--- config.mk ---
export PLATFORM = sky130hd
export DESIGN_NAME = av_byte_cmd_master
export DESIGN_NICKNAME = d
export VERILOG_FILES = /design/src/rtl/av_cmd_pkg.sv /design/src/rtl/av_byte_serializer.sv /design/src/rtl/av_byte_cmd_master.sv
export SDC_FILE = /design/constraint.sdc
export NUM_CORES = 1
export LEC_CHECK = 0
export ABC_AREA = 1
export CAP_MARGIN = 15
export CORE_UTILIZATION = 40
export DETAILED_ROUTE_END_ITERATION = 10
export PLACE_DENSITY = 0.69
export REMOVE_ABC_BUFFERS = 1
export SYNTH_ARGS = -nofsm -noshare
export SYNTH_HDL_FRONTEND = slang
export SYNTH_SLANG_ARGS = --single-unit
--- constraint.sdc ---
create_clock -name clk_i -period 4.8 [get_ports clk_i]
set_input_delay 0.72 -clock clk_i [delete_from_list [all_inputs] [get_ports clk_i]]
set_output_delay 0.72 -clock clk_i [all_outputs]
set_load 0.05 [all_outputs]
--- src/rtl/av_cmd_pkg.sv ---
// av_cmd_pkg: shared opcodes, response codes and FSM state type for the byte-command Avalon master
package av_cmd_pkg;

    localparam logic [7:0] OP_WR   = 8'h57;
    localparam logic [7:0] OP_RD   = 8'h52;
    localparam logic [7:0] RSP_ACK = 8'h4B;
    localparam logic [7:0] RSP_ERR = 8'hEE;

    typedef enum logic [2:0] {
        S_IDLE,
        S_BE,
        S_ADDR,
        S_DATA,
        S_ISSUE,
        S_WAIT_RD,
        S_RSP,
        S_ERR
    } cmd_state_t;

endpackage

--- src/rtl/av_byte_serializer.sv ---
// av_byte_serializer: parallel load of up to DW/8 bytes, shifted out MSB first on a valid/ready stream
module av_byte_serializer #(
    parameter int DW = 32,
    parameter int CW = $clog2(DW / 8) + 1
) (
    input  logic          clk_i,
    input  logic          reset_n_i,
    input  logic          load,
    input  logic [DW-1:0] load_data,
    input  logic [CW-1:0] load_cnt,
    output logic [7:0]    data,
    output logic          valid,
    input  logic          ready,
    output logic          done
);

    logic [DW-1:0] sr;
    logic [CW-1:0] cnt;
    logic          fire;

    assign data  = sr[DW-1 -: 8];
    assign valid = cnt != '0;
    assign fire  = valid & ready;
    assign done  = fire & (cnt == CW'(1));

    always_ff @(posedge clk_i or negedge reset_n_i) begin
        if (!reset_n_i) begin
            sr  <= '0;
            cnt <= '0;
        end else if (load) begin
            sr  <= load_data;
            cnt <= load_cnt;
        end else if (fire) begin
            sr  <= sr << 8;
            cnt <= cnt - 1'b1;
        end
    end

endmodule

--- src/rtl/av_byte_cmd_master.sv ---
// av_byte_cmd_master: parses framed byte commands into single-beat Avalon-MM accesses and streams back the response
module av_byte_cmd_master
    import av_cmd_pkg::*;
#(
    parameter int DW          = 32,
    parameter int AW          = 16,
    parameter int RD_LATENCY  = 1,
    parameter int TIMEOUT_CYC = 65535
) (
    input  logic            clk_i,
    input  logic            reset_n_i,
    input  logic [7:0]      cmd_data_i,
    input  logic            cmd_valid_i,
    output logic            cmd_ready_o,
    output logic [7:0]      rsp_data_o,
    output logic            rsp_valid_o,
    input  logic            rsp_ready_i,
    output logic [AW-1:0]   avm_address,
    output logic [DW/8-1:0] avm_byteenable,
    output logic            avm_write,
    output logic [DW-1:0]   avm_writedata,
    output logic            avm_read,
    input  logic [DW-1:0]   avm_readdata,
    output logic            frame_err_o
);

    localparam int BEW = DW / 8;
    localparam int BCW = $clog2((AW > DW ? AW : DW) / 8) + 1;
    localparam int SCW = $clog2(BEW) + 1;
    localparam int LCW = $clog2(RD_LATENCY + 1);
    localparam int TCW = $clog2(TIMEOUT_CYC + 1);

    cmd_state_t     state, next;
    logic           wr;
    logic [BEW-1:0] be_sr;
    logic [AW-1:0]  addr_sr, addr_nxt;
    logic [DW-1:0]  data_sr, data_nxt;
    logic [BCW-1:0] bcnt;
    logic [LCW-1:0] lat_cnt;
    logic [TCW-1:0] tmo_cnt;
    logic           acc, in_frame, tmo;
    logic           ser_load, ser_done;
    logic [DW-1:0]  ser_data;
    logic [SCW-1:0] ser_cnt;

    assign acc       = cmd_valid_i & cmd_ready_o;
    assign in_frame  = state inside {S_BE, S_ADDR, S_DATA};
    assign tmo       = in_frame & ~cmd_valid_i & (tmo_cnt == TCW'(TIMEOUT_CYC - 1));
    // Look-ahead values so the Avalon outputs can be loaded on the same edge the last byte lands
    assign addr_nxt  = (state == S_ADDR && acc) ? (addr_sr << 8) | AW'(cmd_data_i) : addr_sr;
    assign data_nxt  = (state == S_DATA && acc) ? (data_sr << 8) | DW'(cmd_data_i) : data_sr;
    assign avm_write = (state == S_ISSUE) & wr;
    assign avm_read  = (state == S_ISSUE) & ~wr;
    assign frame_err_o = (state == S_ERR) | tmo;

    always_comb begin
        next     = state;
        ser_load = 1'b0;
        ser_data = '0;
        ser_cnt  = SCW'(1);
        unique case (state)
            S_IDLE:  next = !acc ? S_IDLE : (cmd_data_i == OP_WR || cmd_data_i == OP_RD) ? S_BE : S_ERR;
            S_BE:    next = tmo ? S_IDLE : acc ? S_ADDR : S_BE;
            S_ADDR:  next = tmo ? S_IDLE : !(acc && bcnt == BCW'(AW / 8 - 1)) ? S_ADDR : wr ? S_DATA : S_ISSUE;
            S_DATA:  next = tmo ? S_IDLE : (acc && bcnt == BCW'(BEW - 1)) ? S_ISSUE : S_DATA;
            S_ISSUE: begin
                next     = wr ? S_RSP : S_WAIT_RD;
                ser_load = wr;
                ser_data = DW'(RSP_ACK) << (DW - 8);
            end
            S_WAIT_RD: begin
                ser_load = lat_cnt == LCW'(RD_LATENCY - 1);
                next     = ser_load ? S_RSP : S_WAIT_RD;
                ser_data = avm_readdata;
                ser_cnt  = SCW'(BEW);
            end
            S_RSP:   next = ser_done ? S_IDLE : S_RSP;
            S_ERR: begin
                next     = S_RSP;
                ser_load = 1'b1;
                ser_data = DW'(RSP_ERR) << (DW - 8);
            end
            default: next = S_IDLE;
        endcase
    end

    always_ff @(posedge clk_i or negedge reset_n_i) begin
        if (!reset_n_i) begin
            state          <= S_IDLE;
            cmd_ready_o    <= 1'b0;
            wr             <= 1'b0;
            be_sr          <= '0;
            addr_sr        <= '0;
            data_sr        <= '0;
            avm_address    <= '0;
            avm_byteenable <= '0;
            avm_writedata  <= '0;
            bcnt           <= '0;
            lat_cnt        <= '0;
            tmo_cnt        <= '0;
        end else begin
            state       <= next;
            cmd_ready_o <= next inside {S_IDLE, S_BE, S_ADDR, S_DATA};
            if (state == S_IDLE && acc) wr <= cmd_data_i == OP_WR;
            if (state == S_BE && acc) be_sr <= cmd_data_i[BEW-1:0];
            addr_sr <= addr_nxt;
            data_sr <= data_nxt;
            if (next == S_ISSUE) begin
                avm_address    <= addr_nxt;
                avm_byteenable <= be_sr;
                avm_writedata  <= data_nxt;
            end
            bcnt    <= (next != state) ? '0 : bcnt + BCW'(acc);
            lat_cnt <= (state == S_WAIT_RD && next == S_WAIT_RD) ? lat_cnt + 1'b1 : '0;
            tmo_cnt <= (in_frame && !cmd_valid_i) ? tmo_cnt + 1'b1 : '0;
        end
    end

    av_byte_serializer #(.DW(DW), .CW(SCW)) u_ser (
        .clk_i     (clk_i),
        .reset_n_i (reset_n_i),
        .load      (ser_load),
        .load_data (ser_data),
        .load_cnt  (ser_cnt),
        .data      (rsp_data_o),
        .valid     (rsp_valid_o),
        .ready     (rsp_ready_i),
        .done      (ser_done)
    );

endmodule
---- After elaboration in Yosys (flattened, before gate mapping) ----
Index checks and enable logic that the tools add are counted.
operators by class
  add/subtract/negate cells ............... 4
  eq/ne operators ......................... 19
  multiplexer cells ....................... 25
  bitwise gates (word level) .............. 13
  reduce and logical (&&, ||, !) cells .... 16
operators with widths
  cell                                                                 number
  32-bit two-way mux                                                   3
  32-bit one-hot mux with 3 select lines                               1
  3-bit two-way mux                                                    12
  16-bit two-way mux                                                   2
  32-bit by 8-bit OR with 32-bit output                                1
  3-bit one-hot mux with 8 select lines                                1
  3-bit == test (second input constant)                                6
  16-bit by 1-bit adder with 16-bit output (second input constant)     1
  16-bit == test (second input constant)                               1
  8-bit by 7-bit == test with 1-bit output (second input constant)     2
  16-bit by 8-bit OR with 16-bit output                                1
  3-bit by 2-bit == test with 1-bit output (second input constant)     5
  3-bit by 1-bit == test with 1-bit output (second input constant)     4
  1-bit logical AND                                                    8
  2-bit two-way mux                                                    4
  1-bit AND                                                            7
  3-bit logical NOT                                                    2
  3-bit nonzero test                                                   2
  4-bit nonzero test                                                   1
  3-bit by 1-bit adder with 3-bit output                               1
  3-bit != test                                                        1
  1-bit NOT                                                            3
  1-bit one-hot mux with 3 select lines                                1
  3-bit by 1-bit subtractor with 3-bit output (second input constant)  1
  other kinds (6)                                                      6
word-level totals
  flip-flop bits (word level) ............. 164
  input port bits ......................... 44
  output and inout bits ................... 65
  logic and storage cells ................. 91

---- Depth between registers and ports, before layout ----
Gate-level depths: netlist of the first run.
  depth in word-level cells ............... 9
  depth in mapped cells ................... 13
  mapped depth without buffers ............ 13

---- Cells and area by module ----
From an unflattened synthesis of the first run, not the netlist that was laid out.
unflattened totals
  cells, all modules ...................... 896
  area, all modules ....................... 7494.7 µm²
modules (own cells, without submodules)
  module              times used  cells each  area an instance (µm²)  sequential area each (µm²)
  av_byte_cmd_master  1           667         5586.6                  3228.1
  av_byte_serializer  1           229         1908.1                  875.8

---- Worst setup path after synthesis of the first run ----
No wires, ideal clock.
  kind .................................... input -> output
  from .................................... input cmd_valid_i
  to ...................................... output frame_err_o
  data arrival time ....................... 1.465 ns
  data required time ...................... 4.080 ns
  setup slack ............................. 2.615 ns
  stages on the path ...................... 5
  buffers on the path ..................... 0
  cell sequence ........................... inv_1 -> nand3_4 -> nor2_2 -> nand2_2 -> nand2_1
on the way
  cells in the longest elaborated chain, start to end .. 4
RTL lines
  item                    RTL line                  RTL
  from (decl)             av_byte_cmd_master.sv:13  input logic cmd_valid_i,
  1-bit NOT               av_byte_cmd_master.sv:48  assign tmo = in_frame & ~cmd_valid_i & (tmo_cnt == TCW'(TIMEOUT_CYC - 1));
  1-bit AND (2 in a row)  av_byte_cmd_master.sv:48
  1-bit OR                av_byte_cmd_master.sv:54  assign frame_err_o = (state == S_ERR) | tmo;
  to (decl)               av_byte_cmd_master.sv:24  output logic frame_err_o
Every way passes these cells.

---- Final worst setup path of the first run ----
Same ends and word-level chain as after synthesis.

==> impl_results.md, run 1 <==
* CTS Hold Bufs at 0
* Worst slew margin at 0.384
* Initial DRC count at between 300 and 400
* Pins over their slew limit at 0
* First-pass GRT wire length at roughly 26 mm
* Sequential area share after synthesis at 0.576
* Most frequent cells in the layout: dfrtp_1 (164), nand2_1 (152), clkdlybuf4s50_1 (107)
* Syn Inst Count at 748
* Post-DP HPWL at between 10 and 15 mm
* Cell area after synthesis at ~7000 sq um
* R2r worst-path depth at 7
* Core box area at about 17000 sq um
* Postcts setup bufs at 0
* Crit path required time at just over 4000 ps
* Initial antenna violation count at 0
* Clock Skew at 16.5 ps
* Syn avg cell area at 9.52 sq um
* Worst setup SP type: input port
* Worst Max-Slew Pin Slew at between 900 and 1000 ps
* Syn-to-layout area delta at 24.8%
* Final Hold Fails at 0
* CP arrival at between 2000 and 3000 ps
* Antenna-violating nets left at 0
* First drt pass iteration count at 6
* Min cycle time layout at ~3300 ps
* DRC violations left at 0
* Antenna fix cells at 0
* Distinct cells, synth at 38
* Total negative setup slack at 0 ps
* Setup crit end: frame_err_o
* Worst Hold Class: input port to asynchronous set/reset pin
* Clk buf depth at 2
* Ports at between 100 and 150
* RSZ-0062 raised after global routing: no
* Most common cell after layout, fill and taps aside: dfrtp_1
* CTS Buf Count at 17
* GRT overflow at 0
* Root Buffer: clkbuf_16
* NumNets Final at 888
* Vias per cell at 5.03
* Final Cycle Share at 0.685
* Largest net degree at the start of global routing at 99
* Status: finished clean
* Vias in the first global route at 5236
* Power Density at approximately 700 nW/um^2
* Critical Path Start: cmd_valid_i
* Die Y at ~140 um
* Clk sink count at between 150 and 200
* CP Max Fanout at 9
* Resized cells post-CTS at 0
* R2r endpoint: avm_writedata[6]
* Reg-to-reg setup timing slack at 1980 ps
* Final Setup Violations at 0
* Final WL at around 15 mm
* Fmax at between 300 and 400 MHz
* Max_cap viols at 0
* Layout cells sized above 1 at 0.101
* Synthesized flop and latch total at between 150 and 200
* Fin cells at between 1000 and 1500
* Full die area at 18300 sq um
* Yosys warns at 0
* CP Class: input port to primary output
* Worst-path clk slew at approximately 60 ps
* LEAKAGE at approximately 0.0042 uW
* Number of buffers added on ports at ~110
* Peak VDD IR at 0.321 mV
* R2r startpoint: state[2]
* Row cnt at 48
* Drt wl/cell at ~14 um
* Die Width at roughly 140 um
* H-tree lvl count at 4
* Worst-Skew Late Latency at 430 ps
* Via count at 5412
* Placed insts at around 1000
* CTS tree: built
* GRT Total Usage at 0.181
* GP Congestion at between 0.8 and 0.9
* Initial Util at 0.410
* Crit end category: primary output
==> logic make-up after synthesis <==
family,count (synthesis),share of synthesized area
AOI/OAI and AO/OA,126,0.102
xor gates and xnor gates,3,0.00369
adders and majority gates,7,0.0123
buffers and inverters,104,0.0711
DFF,164,0.576
muxes,22,0.0348
other,1,0.000526
and+or+nand+nor,321,0.199
==> report_power, final <==
part | internal, uW | switching (uW)
clock network | 857 | 575
logic | 848 | 1720
registers | 1920 | 319
total | 3620 | 2610
==> metrics by stage <==
step	utilization	power (uW)	hold WS (ps)	setup WS (ps)	cell area, sq um
floorplan	-	3960	424	1750	6850
global placement	0.476	4790	448	1530	8260
detailed placement	0.476	4840	454	1490	8260
CTS	0.512	6290	426	1500	8890
global route	0.512	6630	454	1400	8890
finish	0.512	6240	391	1510	8890
==> synthesized netlist by cell type, drive strengths merged <==
| master | number | area share |
|---|---|---|
| a21oi | 14 | 0.0098 |
| a22o | 8 | 0.0098 |
| a31oi | 34 | 0.030 |
| buf | 35 | 0.034 |
| clkbuf | 7 | 0.0037 |
| clkinv | 1 | 0.00053 |
| conb | 1 | 0.00053 |
| dfrtp | 164 | 0.58 |
| ha | 7 | 0.012 |
| inv | 61 | 0.033 |
| mux2 | 22 | 0.035 |
| nand2 | 162 | 0.090 |
| nand3 | 60 | 0.047 |
| nand4 | 9 | 0.0079 |
| nor2 | 80 | 0.044 |
| nor3 | 7 | 0.0065 |
| nor3b | 2 | 0.0028 |
| o2111ai | 4 | 0.0049 |
| o211ai | 1 | 0.0011 |
| o21ai | 62 | 0.044 |
| o22ai | 1 | 0.00088 |
| o31ai | 2 | 0.0021 |
| or3 | 1 | 0.0016 |
| xnor2 | 1 | 0.0012 |
| xor2 | 2 | 0.0025 |
==> metal layers <==
metal  vias up  GRT usage  part of all wire
li1       2670          -                 -
met1      2609      0.246              0.47
met2       113      0.280              0.48
met3        20     0.0475             0.043
met4         0     0.0630             0.017
met5         -          0                 0
==> worst max-delay path: stages <==
cell and delay (ps):
clkdlybuf4s50_1 460, inv_1 110, nand3_4 140, nor2_2 140
nand2_2 100, nand2_1 90, clkdlybuf4s50_1 800
==> state kept, by name, summed over array words and instances, names as in the netlist, 3 cells and up <==
register        flops
state               3
avm_writedata      32
addr_sr            16
tmo_cnt            16
avm_address        16
u_ser.cnt           3
u_ser.sr           32
avm_byteenable      4
be_sr               4
data_sr            32
bcnt                3
==> area by class of cell <==
class,instances,area [sq um]
Clock buffer,20,457
Clock inverter,12,168
Fill cell,1564,8470
Inverter,62,238
Multi-Input combinational cell,480,2510
Sequential cell,164,4100
Tap cell,225,282
Timing Repair Buffer,112,1120
==> worst min-delay path by stage <==
stage              endpoint  slack [ps]
2_1_floorplan    addr_sr[0]         420
3_3_place_gp    addr_sr[15]         450
3_5_place_dp    data_sr[28]         450
4_1_cts        u_ser.sr[28]         430
5_1_grt        u_ser.sr[28]         450
6_report       u_ser.sr[28]         390
(Power assumes the default switching activity.)
==> run 2, diff against run 1 <==
==> constraint.sdc (replaced) <==
create_clock -name clk_i -period 3.2 [get_ports clk_i]
set_input_delay 0.48 -clock clk_i [delete_from_list [all_inputs] [get_ports clk_i]]
set_output_delay 0.48 -clock clk_i [all_outputs]
set_load 0.05 [all_outputs]
==> run 2 against run 1 <==
Compared with the run above: clock power increased by 41%; sequential cell count is the same; worst hold slack lost 360 ps; register-to-register slack lost 1100 ps; non-clock buffer count increased by 6; highest routed layer unchanged.
==> impl_results.md, run 2 (synthesized netlist as in run 1, its figures left out) <==
* Vias per cell at 4.94
* Clk buf depth at 2
* Post-place setup slack at about 410 ps
* Initial Util at 0.410
* NumNets Final at about 900
* Crit path required time at between 2000 and 3000 ps
* CP Class: flop to primary output
* Clk sink count at around 160
* Die Width at 135 um
* Final Cycle Share at 0.938
* RSZ-0062 raised after global routing: no
* GP Congestion at around 0.83
* Clock Skew at between 8 and 9 ps
* GRT Total Usage at 0.186
* LEAKAGE at between 0.004 and 0.005 uW
* Fin cells at approximately 1100
* CP arrival at between 2000 and 3000 ps
* CTS Buf Count at 17
* Pins over their slew limit at 0
* GRT overflow at 0
* Final WL at approximately 16 mm
* Worst Hold Class: input port to asynchronous set/reset pin
* Peak VDD IR at around 0.54 mV
* DRC violations left at 0
* First-pass GRT wire length at 26.4 mm
* Power Density at ~1000 nW/um^2
* Syn-to-layout area delta at 25.2%
* H-tree lvl count at 4
* Initial DRC count at around 300
* Die Y at roughly 140 um
* Antenna fix cells at 0
* Biggest regs: avm_writedata: 32 flops, data_sr: 32 flops, u_ser.sr: 32 flops
* Worst-path clk slew at 70 ps
* Number of buffers added on ports at ~110
* CP Max Fanout at 13
* Most frequent cells in the layout: dfrtp_1 (164), nand2_1 (152), clkdlybuf4s50_1 (107)
* Post-DP HPWL at around 11 mm
* Ports at approximately 110
* First drt pass iteration count at 5
* Vias in the first global route at around 5200
* Full die area at around 18000 sq um
* Initial antenna violation count at 0
* CTS tree: built
* Filler cells at roughly 1600
* Worst slew margin at 0.495
* Resized cells post-CTS at 0
* Worst-Skew Late Latency at about 430 ps
* Core box area at approximately 17000 sq um
* Fmax at between 300 and 400 MHz
* Antenna-violating nets left at 0
* Status: finished clean
* Largest net degree at the start of global routing at between 60 and 70
* Total negative setup slack at 0 ps
* Drt wl/cell at about 15 um
* Via count at roughly 5300
* Final Setup Violations at 0
* Most common cell after layout, fill and taps aside: dfrtp_1
* Postcts setup bufs at 0
* Min cycle time layout at 3000 ps
* Row cnt at 48
* Worst Max-Slew Pin Slew at roughly 750 ps
* Layout cells sized above 1 at 0.107
* Crit end category: primary output
* Max_cap viols at 0
* Post-route setup slack at about 200 ps
* Placed insts at ~1000
* Final Hold Fails at 0
* Root Buffer: clkbuf_16
* Worst setup SP type: flop
* CTS Hold Bufs at 0
run 2: cell count changes in the layout (fill, tap and decap cells not counted), sizes merged:
cell      before  now
bufinv         3    2
clkbuf        20   18
clkinv         2    5
clkinvlp       3    4
buf            5   11
inv           66   65
run 2: through the flow:
stage	hold WS [ps]	utilization	power [uW]	area (sq um)
3_3_place_gp	448	0.480	7210	8330
4_1_cts	41.5	0.514	9340	8910
3_5_place_dp	455	0.480	7290	8330
5_1_grt	63.5	0.514	9830	8910
6_report	27.8	0.514	9260	8910
2_1_floorplan	184	-	5930	6850
run 2: worst max-delay path: stages (launching register included):
cell	delay, ps
dfrtp_1	590
inv_2	140
nand2_4	110
nand3_4	120
nor2_2	140
nand2_2	90
nand2_1	80
clkdlybuf4s50_1	810
run 2: metal layers:
layer / GRT usage / wire (um) / share of wire / vias up
met5: 0 / 0 / 0 / -
met4: 0.0693 / 330 / 0.021 / 0
met3: 0.0501 / 548 / 0.035 / 23
met2: 0.282 / 7440 / 0.47 / 86
met1: 0.254 / 7390 / 0.47 / 2560
li1: - / - / - / 2671
run 2: cell type report:
cell class,count,area [sq um],area share
inverters,62,238,0.0267
well taps,225,282,0.0316
flip-flops and latches,164,4100,0.460
multi-input cells,480,2510,0.282
clock inverters,14,153,0.0171
repair buffers,118,1190,0.134
clock buffers,18,429,0.0481
run 2: path summary, 6_finish.rpt:
check                      slack, ps  depth (start not counted)        start               end
hold / removal                    30                          1    reset_n_i      u_ser.sr[28]
setup reg to reg                 870                          8     state[2]  avm_writedata[1]
max in group asynchronous       2190                          2    reset_n_i       data_sr[24]
hold reg to reg                  470                          2  data_sr[24]       data_sr[24]
setup / recovery                 200                          7     state[0]       frame_err_o
min in group clk_i               470                          2  data_sr[24]       data_sr[24]
run 2: power breakdown:
| group | internal, uW | switching [uW] |
|---|---|---|
| sequential | 2880 | 473 |
| combinational | 1300 | 2590 |
| clock | 1160 | 866 |
| total | 5330 | 3930 |
